File: src/rtl/viterbi_pkg.sv
`default_nettype none
// ============================================================================
//  Module      : viterbi_pkg
//  Description : Definitions shared by the K=3 convolutional encoder and the
//                matching Viterbi decoder. The generator polynomials live
//                here so that both ends of the link always use the same code.
//                Contents:
//                  K, G0_DEF, G1_DEF : code constants
//                  pair_t            : one coded pair, {c1, c0}
//                  enc_state_t       : encoder frame-control states
//  Revision    : 1.0  initial release
// ============================================================================
package viterbi_pkg;

    // Constraint length and default generators. Tap bit 2 is the current
    // input, bit 1 the newest stored bit and bit 0 the oldest stored bit.
    localparam int          K      = 3;
    localparam logic [2:0]  G0_DEF = 3'b111;
    localparam logic [2:0]  G1_DEF = 3'b101;

    // Coded pair: bit 0 = c0, bit 1 = c1. The decoder's rx_pair input uses
    // the same order.
    typedef logic [1:0] pair_t;

    typedef enum logic [1:0] {
        IDLE  = 2'd0,
        DATA  = 2'd1,
        TAIL  = 2'd2,
        DRAIN = 2'd3
    } enc_state_t;

endpackage
`default_nettype wire

File: src/rtl/conv_enc_core.sv
`default_nettype none
// ============================================================================
//  Module      : conv_enc_core
//  Description : Combinational rate-1/2 K=3 encoder step. Given the current
//                input bit and the two-bit shift register, it produces the
//                coded pair and the next shift-register value.
//  Ports       : u       in  1  current information bit
//                sr      in  2  shift register, sr[0] newest, sr[1] oldest
//                pair    out 2  coded pair {c1, c0}
//                sr_next out 2  shift register after this bit
//  Revision    : 1.0  initial release
// ============================================================================
module conv_enc_core
    import viterbi_pkg::*;
#(
    parameter logic [2:0] G0 = G0_DEF,
    parameter logic [2:0] G1 = G1_DEF
) (
    input  logic       u,
    input  logic [1:0] sr,
    output pair_t      pair,
    output logic [1:0] sr_next
);

    // Window ordered to match the generator tap numbering:
    // bit 2 = u, bit 1 = newest stored bit, bit 0 = oldest stored bit.
    logic [2:0] w_window;

    assign w_window = {u, sr[0], sr[1]};
    assign pair     = {^(w_window & G1), ^(w_window & G0)};
    assign sr_next  = {sr[0], u};

endmodule
`default_nettype wire

File: src/rtl/conv_encoder_k3.sv
`default_nettype none
// ============================================================================
//  Module      : conv_encoder_k3
//  Description : Framed rate-1/2 K=3 convolutional encoder. It encodes
//                frame_len information bits from a valid/ready stream, then
//                appends two zero tail bits that return the trellis to
//                state 0. Each bit yields one coded pair in a single-slot
//                output register.
//  Ports       : clk        in  1      rising-edge clock
//                rst_n      in  1      asynchronous active-low reset
//                start      in  1      begin a frame (honoured in IDLE only)
//                frame_len  in  LEN_W  information bits in the frame
//                in_valid   in  1      in_bit is valid
//                in_bit     in  1      information bit
//                in_ready   out 1      in_bit is accepted this cycle
//                out_valid  out 1      out_pair is valid
//                out_pair   out 2      coded pair {c1, c0}
//                out_last   out 1      final (second tail) pair of the frame
//                out_ready  in  1      downstream accepts out_pair
//                busy       out 1      not in IDLE
//                done       out 1      last pair of the frame accepted
//  Revision    : 1.0  initial release
// ============================================================================
module conv_encoder_k3
    import viterbi_pkg::*;
#(
    parameter logic [2:0] G0    = G0_DEF,
    parameter logic [2:0] G1    = G1_DEF,
    parameter int         LEN_W = 8
) (
    input  logic             clk,
    input  logic             rst_n,
    input  logic             start,
    input  logic [LEN_W-1:0] frame_len,
    input  logic             in_valid,
    input  logic             in_bit,
    output logic             in_ready,
    output logic             out_valid,
    output logic [1:0]       out_pair,
    output logic             out_last,
    input  logic             out_ready,
    output logic             busy,
    output logic             done
);

    enc_state_t       r_state;
    enc_state_t       w_state_next;

    logic [1:0]       r_sr;
    logic [LEN_W-1:0] r_bit_cnt;
    logic             r_tail_cnt;
    logic             r_out_valid;
    pair_t            r_out_pair;
    logic             r_out_last;

    logic             w_slot_free;
    logic             w_handshake;
    logic             w_in_ready;
    logic             w_frame_start;
    logic             w_load;
    logic             w_load_last;
    logic             w_u;
    logic             w_cnt_dec;
    logic             w_tail_inc;
    logic             w_done;
    pair_t            w_pair;
    logic [1:0]       w_sr_next;

    // The slot can take a new pair whenever it is empty or being emptied
    // this very cycle, which is what gives one pair per clock at full rate.
    assign w_slot_free = !r_out_valid || out_ready;
    assign w_handshake = r_out_valid && out_ready;

    conv_enc_core #(
        .G0      (G0),
        .G1      (G1)
    ) u_core (
        .u       (w_u),
        .sr      (r_sr),
        .pair    (w_pair),
        .sr_next (w_sr_next)
    );

    // ------------------------------------------------------------------
    // Frame control: state register
    // ------------------------------------------------------------------
    always_ff @(posedge clk or negedge rst_n) begin
        if (!rst_n) begin
            r_state <= IDLE;
        end else begin
            r_state <= w_state_next;
        end
    end

    // ------------------------------------------------------------------
    // Frame control: next state and datapath strobes
    // ------------------------------------------------------------------
    always_comb begin
        w_state_next  = r_state;
        w_in_ready    = 1'b0;
        w_frame_start = 1'b0;
        w_load        = 1'b0;
        w_load_last   = 1'b0;
        w_u           = 1'b0;
        w_cnt_dec     = 1'b0;
        w_tail_inc    = 1'b0;
        w_done        = 1'b0;

        case (r_state)
            IDLE: begin
                if (start) begin
                    w_frame_start = 1'b1;
                    w_state_next  = (frame_len == '0) ? TAIL : DATA;
                end
            end

            DATA: begin
                w_in_ready = w_slot_free;
                if (in_valid && w_slot_free) begin
                    w_load    = 1'b1;
                    w_u       = in_bit;
                    w_cnt_dec = 1'b1;
                    // The counter is never zero here: an empty frame
                    // skips DATA, so it cannot wrap even at full length.
                    if (r_bit_cnt == LEN_W'(1)) begin
                        w_state_next = TAIL;
                    end
                end
            end

            TAIL: begin
                // u stays 0: the two tail bits flush the register to zero.
                if (w_slot_free) begin
                    w_load     = 1'b1;
                    w_tail_inc = 1'b1;
                    if (r_tail_cnt) begin
                        w_load_last  = 1'b1;
                        w_state_next = DRAIN;
                    end
                end
            end

            DRAIN: begin
                if (w_handshake && r_out_last) begin
                    w_done       = 1'b1;
                    w_state_next = IDLE;
                end
            end

            default: begin
                w_state_next = IDLE;
            end
        endcase
    end

    // ------------------------------------------------------------------
    // Datapath: shift register, counters and output slot
    // ------------------------------------------------------------------
    always_ff @(posedge clk or negedge rst_n) begin
        if (!rst_n) begin
            r_sr        <= '0;
            r_bit_cnt   <= '0;
            r_tail_cnt  <= 1'b0;
            r_out_valid <= 1'b0;
            r_out_pair  <= '0;
            r_out_last  <= 1'b0;
        end else begin
            if (w_frame_start) begin
                r_bit_cnt  <= frame_len;
                r_sr       <= '0;
                r_tail_cnt <= 1'b0;
            end

            if (w_cnt_dec) begin
                r_bit_cnt <= r_bit_cnt - LEN_W'(1);
            end

            // One-bit tail counter: the second increment returns it to 0,
            // so it is already clear for the next frame.
            if (w_tail_inc) begin
                r_tail_cnt <= ~r_tail_cnt;
            end

            // A load in the same cycle as a handshake keeps the slot full.
            if (w_load) begin
                r_sr        <= w_sr_next;
                r_out_pair  <= w_pair;
                r_out_valid <= 1'b1;
                r_out_last  <= w_load_last;
            end else if (w_handshake) begin
                r_out_valid <= 1'b0;
                r_out_last  <= 1'b0;
            end
        end
    end

    assign in_ready  = w_in_ready;
    assign out_valid = r_out_valid;
    assign out_pair  = r_out_pair;
    assign out_last  = r_out_last;
    assign busy      = (r_state != IDLE);
    assign done      = w_done;

endmodule
`default_nettype wire
File: config.mk
export PLATFORM = sky130hd
export DESIGN_NAME = conv_encoder_k3
export DESIGN_NICKNAME = d
export VERILOG_FILES = /design/src/rtl/viterbi_pkg.sv /design/src/rtl/conv_enc_core.sv /design/src/rtl/conv_encoder_k3.sv
export SDC_FILE = /design/constraint.sdc
export NUM_CORES = 1
export LEC_CHECK = 0
export ABC_CLOCK_PERIOD_IN_PS = 1900
export BUFFER_PORTS_ARGS = -buffer_cell sky130_fd_sc_hd__buf_4
export CAP_MARGIN = 20
export CORE_MARGIN = 3
export CORE_UTILIZATION = 45
export CTS_CLUSTER_SIZE = 40
export DETAILED_ROUTE_END_ITERATION = 16
export MAX_ROUTING_LAYER = met4
export PLACE_DENSITY = 0.67
export SLEW_MARGIN = 20
export SYNTH_ARGS = -nofsm -noshare
export SYNTH_HDL_FRONTEND = slang
export SYNTH_SLANG_ARGS = --single-unit
File: constraint.sdc
create_clock -name clk -period 1.9 [get_ports clk]
set_input_delay 0.285 -clock clk [delete_from_list [all_inputs] [get_ports clk]]
set_output_delay 0.285 -clock clk [all_outputs]
set_load 0.01 [all_outputs]
After elaboration in Yosys (flattened, before gate mapping). Index checks and enable logic that the tools add are counted.

Output and inout port bits: 7. Input port bits: 14. Logic and storage cells: 66. Bits in registers: 17.

Equal/unequal tests: 10. Multiplexer cells: 32. Reductions and logical operators: 15. $add $sub $neg: 1. Bitwise logic cells: 1.

Operators with widths (number): $mux 1 (19); $mux 2 (9); $mux 8 (2); $ne 2x2->1 const B (6); $reduce_bool 2->1 (5); $eq 8x1->1 const B (1); $logic_not 8->1 (1); $pmux 2 s4 (1); $sub 8x1->8 const B (1); $reduce_and 6->1 (1); $reduce_xor 3->1 (2); $eq 2x2->1 const B (2); $logic_and 1x1->1 (3); $eq 2x1->1 const B (1); $logic_not 2->1 (1); $pmux 1 s2 (1); $logic_not 1->1 (1); $logic_or 1x1->1 (1); $not 1->1 (1).

Depth between registers and ports, before layout. Gate-level depths: netlist of run 1.

Word-level depth: 6. Mapped depth: 7. Depth with buffers taken out: 7.

By module. Synthesis of run 1 repeated with hierarchy kept, for this count alone.

Cells, all modules: 117. Area total of the unflattened synthesis: 1083.5 um2.

By module, submodules not included: conv_encoder_k3 (cells each 113, seq. area each 425.4 um2, area each 1036.0 um2, instances 1); conv_enc_core (cells each 4, seq. area each 0.0 um2, area each 47.5 um2, instances 1).

Least setup slack after synthesis of run 1. No wires, ideal clock.

Path kind: register to register. Start point: register r_state[0]. End point: register r_state[1]. Library setup time: 0.128 ns. Cell stages (with the launch flop): 8. Buffers on the path: 0. Slack: 0.230 ns. Period minus slack after synthesis: 1.670 ns. Data required time: 1.772 ns. Data arrival time: 1.542 ns. Cell sequence: dfrtp_1 -> inv_1 -> ha_1 -> inv_1 -> nor2_1 -> a221o_1 -> a21oi_2 -> mux2_1.

Word-level cells in the longest chain between the ends: 3. Elaborated cells between the ends (all ways): 12. Those cells by class: eq/ne: 9; mux: 1; reduce/logical: 2.

Ends and longest elaborated chain: from (decl) (line conv_encoder_k3.sv:46) `enc_state_t r_state;`; from (signal assigned) (line conv_encoder_k3.sv:91) `r_state <= w_state_next;`; $eq 2x2->1 (tied with other cells) (line conv_encoder_k3.sv:109) `case (r_state)`; $ne 2x2->1 (no source line); $reduce_and 6->1 (no source line).

Several ways; a longest one is shown, not always the timed one. A chain may end at the register's enable or synchronous reset.

Final worst setup path of run 1.
Start point: register r_bit_cnt[4]. End point: register r_state[1].

Word-level cells in the longest chain between the ends: 3.

Ends and longest elaborated chain: from (decl) (line conv_encoder_k3.sv:50) `logic [LEN_W-1:0] r_bit_cnt;`; from (signal assigned) (line conv_encoder_k3.sv:169) `r_bit_cnt <= frame_len;`; from (signal assigned) (line conv_encoder_k3.sv:175) `r_bit_cnt <= r_bit_cnt - LEN_W'(1);`; $eq 8x1->1 (line conv_encoder_k3.sv:125) `if (r_bit_cnt == LEN_W'(1)) begin`; $ne 2x2->1 (no source line); $reduce_and 6->1 (no source line).

No other way between the ends.

==> flow_summary.json, run 1 <==
{
  "switching_share_pct": 43.7,
  "ys_ff_latch": 17,
  "relSlewSlack_pct": 72.3,
  "die_area_um2": 2980,
  "grt.total_usage_pct": 20.3,
  "post_cts_resized": 0,
  "diodes": 0,
  "ant_nets": 0,
  "synth-seq-area-share_pct": 40.0,
  "cts_tree": "yes",
  "status": "complete, no violations",
  "grt_pass1_vias": 925,
  "numCtsBuffers": 3,
  "synth_edf_count": 0,
  "syn-num-nets": 142,
  "async_flop_share_pct": 100,
  "finalHoldViolations": 0,
  "critPathMaxFanout": 5,
  "grt_max_degree": 18,
  "max_slew.worst_pin.slew_ns": 0.412,
  "clk_latency_ns": 0.30,
  "coreArea_um2": 2100,
  "first_iter_violations": 37,
  "finalNetCount": 170,
  "io_pins": 21,
  "nFillCells": 193,
  "dr.pass1.iters": 4,
  "postRouteWirelength_um": 2480,
  "drc": 0,
  "final_area_um2": 1300,
  "clkSinkCount": 17,
  "comb_power_share_pct": 52.6,
  "peakVddDrop_mv": 0.920,
  "tns_ns": 0,
  "final_common_cell": "buf_4",
  "wl_per_cell_um": 14.2,
  "antenna_found_initial": 0,
  "fin_skew_ns": 0.00932,
  "portBuffers": 20,
  "setup_viol": 0,
  "path_clk_slew_ns": 0.12,
  "maxCapViolCount": 0,
  "power_density_nw_per_um2": 1430,
  "die_x_um": 54.6,
  "p_seq_share_pct": 36.2,
  "clockRootBuffer": "clkbuf_4",
  "synth.yosys.warnings": 0,
  "clk_path_buf_depth": 2,
  "worstSetupPathType": "flop to flop",
  "cts_max_level": 1,
  "crit_required_ns": 2.09,
  "power.total_mw": 1.86,
  "placed_area_um2": 1260,
  "max_freq_mhz": 572,
  "start_util_pct": 50.5,
  "syn_area_per_cell_um2": 8.78,
  "num_rows": 16,
  "grt_remaining_overflow": 0,
  "cp.arrival_ns": 1.94,
  "p_int_mw": 1.05,
  "hpwl_um": 1970,
  "grt_pass1_wl_um": 4070,
  "synthToLayoutAreaGrowth_pct": 22.7,
  "gp_congestion": 0.874,
  "die_y_um": 54.6,
  "p_sw_mw": 0.814,
  "synth-main-ff-cell": "dfrtp_1",
  "final_cell_mix": "buf_4, dfrtp_1, nand2_1",
  "period_minus_slack_ns": 1.75,
  "synth_cell_type_count": 34,
  "syn_area_um2": 1060,
  "final_max_slew_viol_count": 0,
  "vias_per_cell": 5.70,
  "via_count": 998,
  "postSynthCellCount": 121,
  "power_frac_clock_pct": 11.2,
  "hold_path_class": "input port to flop",
  "hold_ws_ns": 0.233,
  "p_leak_nw": 0.620,
  "end_kind": "flop",
  "layout-drive-gt1-share_pct": 20.9,
  "rsz0062_at_grt": "no",
  "fin_crit_sh_pct": 92.0,
  "cp-start-kind": "flop"
}
==> cell usage after synthesis, types with 2 or more instances <==
master | number | area (µm²)
nand2b_1 | 2 | 12.5
a221o_1 | 2 | 20.0
a211oi_1 | 2 | 15.0
nor4_1 | 3 | 18.8
and3_1 | 2 | 12.5
a311oi_1 | 2 | 17.5
o21a_1 | 2 | 15.0
nand3_1 | 9 | 45.0
o21ai_0 | 9 | 45.0
nor3b_1 | 2 | 15.0
nor2_1 | 9 | 33.8
a21o_1 | 2 | 15.0
ha_1 | 7 | 87.6
xor2_1 | 3 | 26.3
nor3_1 | 5 | 25.0
inv_1 | 8 | 30.0
nand4_1 | 3 | 18.8
nand2_1 | 13 | 48.8
a21oi_1 | 5 | 25.0
dfrtp_1 | 17 | 425
==> power by group through the flow <==
stage	clock [mW]	sequential [mW]	combinational, mW
after detailed placement	0	0.678	0.984
after global routing	0.232	0.695	1.11
after CTS	0.220	0.671	0.989
after global placement	0	0.673	0.962
after floorplan	0	0.656	0.675
final	0.209	0.673	0.980
==> kinds of logic (layout without fill, tap and decap cells) <==
| logic type | count (synthesis) | in the layout | share of synthesized area, % |
|---|---|---|---|
| AND/OR/NAND/NOR | 51 | 51 | 23.7 |
| AO/OA/AOI/OAI | 29 | 29 | 18.1 |
| flip-flops | 17 | 17 | 40.0 |
| buffers and inverters | 12 | 39 | 5.42 |
| adder cells (fa/ha/maj) | 7 | 7 | 8.24 |
| XOR/XNOR | 3 | 3 | 2.47 |
| multiplexers | 2 | 2 | 2.00 |
==> sequential cells by signal, summed over array words and instances, names as in the netlist <==
name and cells:
out_last 1, r_sr 2, r_tail_cnt 1, out_pair 2, r_state 2, r_bit_cnt 8, out_valid 1
==> worst max-delay path: stages (launching register included) <==
cell and delay (ns):
dfrtp_1 0.44, nor2_1 0.16, nand2_1 0.11, or3_1 0.38
a21oi_2 0.20, mux2_1 0.34
==> routing by layer <==
layer / GRT usage [%] / part of all wire [%] / routed length (µm)
met4: 6.64 / 0.61 / 15
met1: 26.0 / 48 / 1180
met2: 30.5 / 45 / 1120
met3: 5.99 / 6.6 / 164
met5: - / 0 / 0
==> worst paths after layout <==
| path | from | to | slack, ns | cells after the start |
|---|---|---|---|---|
| worst min-delay path | in_bit | r_sr[0]$_DFFE_PN0P_ | 0.23 | 3 |
| min in group asynchronous | rst_n | r_bit_cnt[2]$_DFFE_PN0P_ | 0.37 | 2 |
| worst max-delay path | r_bit_cnt[4]$_DFFE_PN0P_ | r_state[1]$_DFFE_PN0P_ | 0.15 | 5 |
| max in group asynchronous | rst_n | r_bit_cnt[1]$_DFFE_PN0P_ | 1.34 | 2 |
| worst max register to register | r_bit_cnt[4]$_DFFE_PN0P_ | r_state[1]$_DFFE_PN0P_ | 0.15 | 5 |
| worst min register to register | out_pair[1]$_DFFE_PN0P_ | out_pair[1]$_DFFE_PN0P_ | 0.49 | 2 |
==> area by class of cell <==
class                   count  area [µm²]  share of cell area, %
clock buffers               3        22.5                   1.73
clock inverters             1        7.51                  0.576
inverters                   8        30.0                   2.30
multi-input cells          92         579                   44.4
flip-flops and latches     17         425                   32.6
well taps                  27        33.8                   2.59
repair buffers             27         205                   15.7
==> stage by stage <==
step,worst slack [ns],utilization [%],cells
3_5_place_dp,0.166,60.1,170
5_1_grt,0.0287,62.0,175
6_report,0.152,62.0,175
3_3_place_gp,0.171,60.1,170
4_1_cts,0.148,62.0,175
2_1_floorplan,0.230,-,121
==> repair_timing <==
item	CTS	global route
hold buffers	1	0
hold endpoints to repair	17	0
setup buffers	0	0
Note: power is estimated with default switching activity, not from simulation.
==> run 2, diff against run 1 <==
- CORE_MARGIN: 3 -> not set
==> flow_summary.json, run 2 (synthesis results as in run 1) <==
{
  "multi_input_comb_area_um2": 581,
  "postRouteWirelength_um": 2510,
  "max_freq_mhz": 559,
  "die_y_um": 50.6,
  "rsz0062_at_grt": "no",
  "numCtsBuffers": 3,
  "comb_power_share_pct": 52.7,
  "portBuffers": 20,
  "diodes": 0,
  "period_minus_slack_ns": 1.79,
  "path_clk_slew_ns": 0.11,
  "layout-drive-gt1-share_pct": 21.1,
  "final_cells": 175,
  "slowest_delay_ns": 0.39,
  "post-place-cells": 170,
  "r2r_setup_slack_ns": 0.11,
  "hold_path_class": "input port to flop",
  "peakVddDrop_mv": 0.784,
  "cp_slowest_cell": "dfrtp_1",
  "start_util_pct": 48.0,
  "crit_required_ns": 2.08,
  "worstPathCellList": "inv_1, ha_1, inv_1, nor2_1, a221o_1, a21oi_2, mux2_1",
  "fin_crit_sh_pct": 94.1,
  "maxCapViolCount": 0,
  "tns_ns": 0,
  "io_pins": 21,
  "final_cell_mix": "buf_4, dfrtp_1, nand2_1",
  "reg2regPathDepth": 7,
  "nFillCells": 225,
  "regMostFlops": "r_bit_cnt",
  "max_slew.worst_pin.slew_ns": 0.455,
  "relSlewSlack_pct": 69.4,
  "hold_path_depth": 2,
  "p_leak_nw": 0.618,
  "vias_per_cell": 5.80,
  "die_area_um2": 2560,
  "seq_area_um2": 425,
  "postCtsSetupBuffers": 0,
  "clockRootBuffer": "clkbuf_4",
  "end_kind": "flop",
  "grt_max_degree": 18,
  "wl_per_cell_um": 14.3,
  "grt_pass1_wl_um": 4240,
  "power_frac_clock_pct": 10.9,
  "hpwl_um": 1930,
  "coreArea_um2": 2210,
  "gp_congestion": 0.919,
  "p_sw_mw": 0.821,
  "dr.pass1.iters": 4,
  "switching_share_pct": 44.2,
  "grt.total_usage_pct": 22.7,
  "reg2reg_to": "r_state[1]$_DFFE_PN0P_",
  "ant_nets": 0,
  "hold_ws_ns": 0.231,
  "grt_remaining_overflow": 0,
  "synthToLayoutAreaGrowth_pct": 22.0,
  "first_iter_violations": 29,
  "min_to": "r_bit_cnt[5]$_DFFE_PN0P_",
  "clk_latency_ns": 0.29,
  "antenna_found_initial": 0,
  "min_from": "frame_len[5]",
  "largest_reg_flops": 8,
  "cts_tree": "yes",
  "power_density_nw_per_um2": 1430,
  "clkSinkCount": 17,
  "die_x_um": 50.6,
  "p_seq_share_pct": 36.4,
  "drc": 0,
  "grt_pass1_vias": 947,
  "finalHoldViolations": 0,
  "clk_path_buf_depth": 2,
  "reg2reg_from": "r_state[0]$_DFFE_PN0P_",
  "status": "complete, no violations",
  "num_rows": 17,
  "setup_viol": 0,
  "final_max_slew_viol_count": 0,
  "cp.arrival_ns": 1.97,
  "fin_skew_ns": 0.00529,
  "cp-start-kind": "flop",
  "p_int_mw": 1.04,
  "worstSetupPathType": "flop to flop",
  "cts_max_level": 1,
  "final_common_cell": "buf_4",
  "via_count": 1015,
  "path_common_cell": "inv_1",
  "critPathMaxFanout": 4,
  "finalNetCount": 169
}
## run 2: cell types whose count changed in the layout (fill, tap and decap cells not counted)
cell	before	now
clkinvlp_4	1	0
and3_2	0	1
and3_1	2	1
buf_4	26	25
clkinv_2	0	1
## run 2: repair_timing
action                                  CTS  global route
gates resized for setup                   0             1
endpoints found under the setup margin    0             3
hold buffers                              1             0
hold endpoints to repair                 17             0
## run 2: critical path, delay by kind of cell (launching register included)
kind	cells	cell delay (ns)
flip-flops	1	0.39
buffers and inverters	2	0.18
multiplexers	1	0.34
AND/OR/NAND/NOR	1	0.05
AO/OA/AOI/OAI	2	0.46
adder cells (fa/ha/maj)	1	0.25
## run 2: per-layer routing
| layer | global-route usage (%) | wire length [µm] | vias up |
|---|---|---|---|
| met4 | 9.26 | 30 | 0 |
| met5 | - | 0 | - |
| met2 | 35.3 | 1220 | 22 |
| li1 | - | - | 491 |
| met1 | 29.8 | 1190 | 498 |
| met3 | 2.73 | 70 | 4 |
## run 2: cell type report
class / count / share of cell area, %
clock buffer: 3 / 1.74
multi-input combinational: 92 / 44.8
sequential: 17 / 32.8
tap: 28 / 2.70
timing repair buffer: 26 / 15.3
clock inverter: 1 / 0.386
inverter: 8 / 2.32
## run 2: worst max path at each step
stage                        endpoint                   start  slack (ns)
2_1_floorplan  r_state[1]$_DFFE_PN0P_  r_state[0]$_DFFE_PN0P_        0.23
3_3_place_gp   r_state[1]$_DFFE_PN0P_  r_state[0]$_DFFE_PN0P_        0.20
3_5_place_dp   r_state[1]$_DFFE_PN0P_  r_state[0]$_DFFE_PN0P_        0.13
4_1_cts        r_state[1]$_DFFE_PN0P_  r_state[0]$_DFFE_PN0P_        0.11
5_1_grt        r_state[1]$_DFFE_PN0P_  r_state[0]$_DFFE_PN0P_        0.01
6_report       r_state[1]$_DFFE_PN0P_  r_state[0]$_DFFE_PN0P_        0.11
## run 2: stage by stage
step	utilization [%]	setup slack (ns)	area [µm²]	power, mW
floorplan	-	0.230	1060	1.33
global placement	56.8	0.202	1260	1.62
detailed placement	56.8	0.126	1260	1.66
CTS	58.5	0.108	1290	1.86
global route	58.6	0.0115	1300	2.03
finish	58.6	0.112	1300	1.86
## run 2: power groups by stage
stage                     clock network [mW]  logic [mW]  registers [mW]
after floorplan                            0       0.675           0.656
after CTS                              0.205       0.982           0.674
final                                  0.201       0.979           0.676
after detailed placement                   0       0.976           0.681
after global placement                     0       0.946           0.672
after global routing                   0.218        1.11           0.698
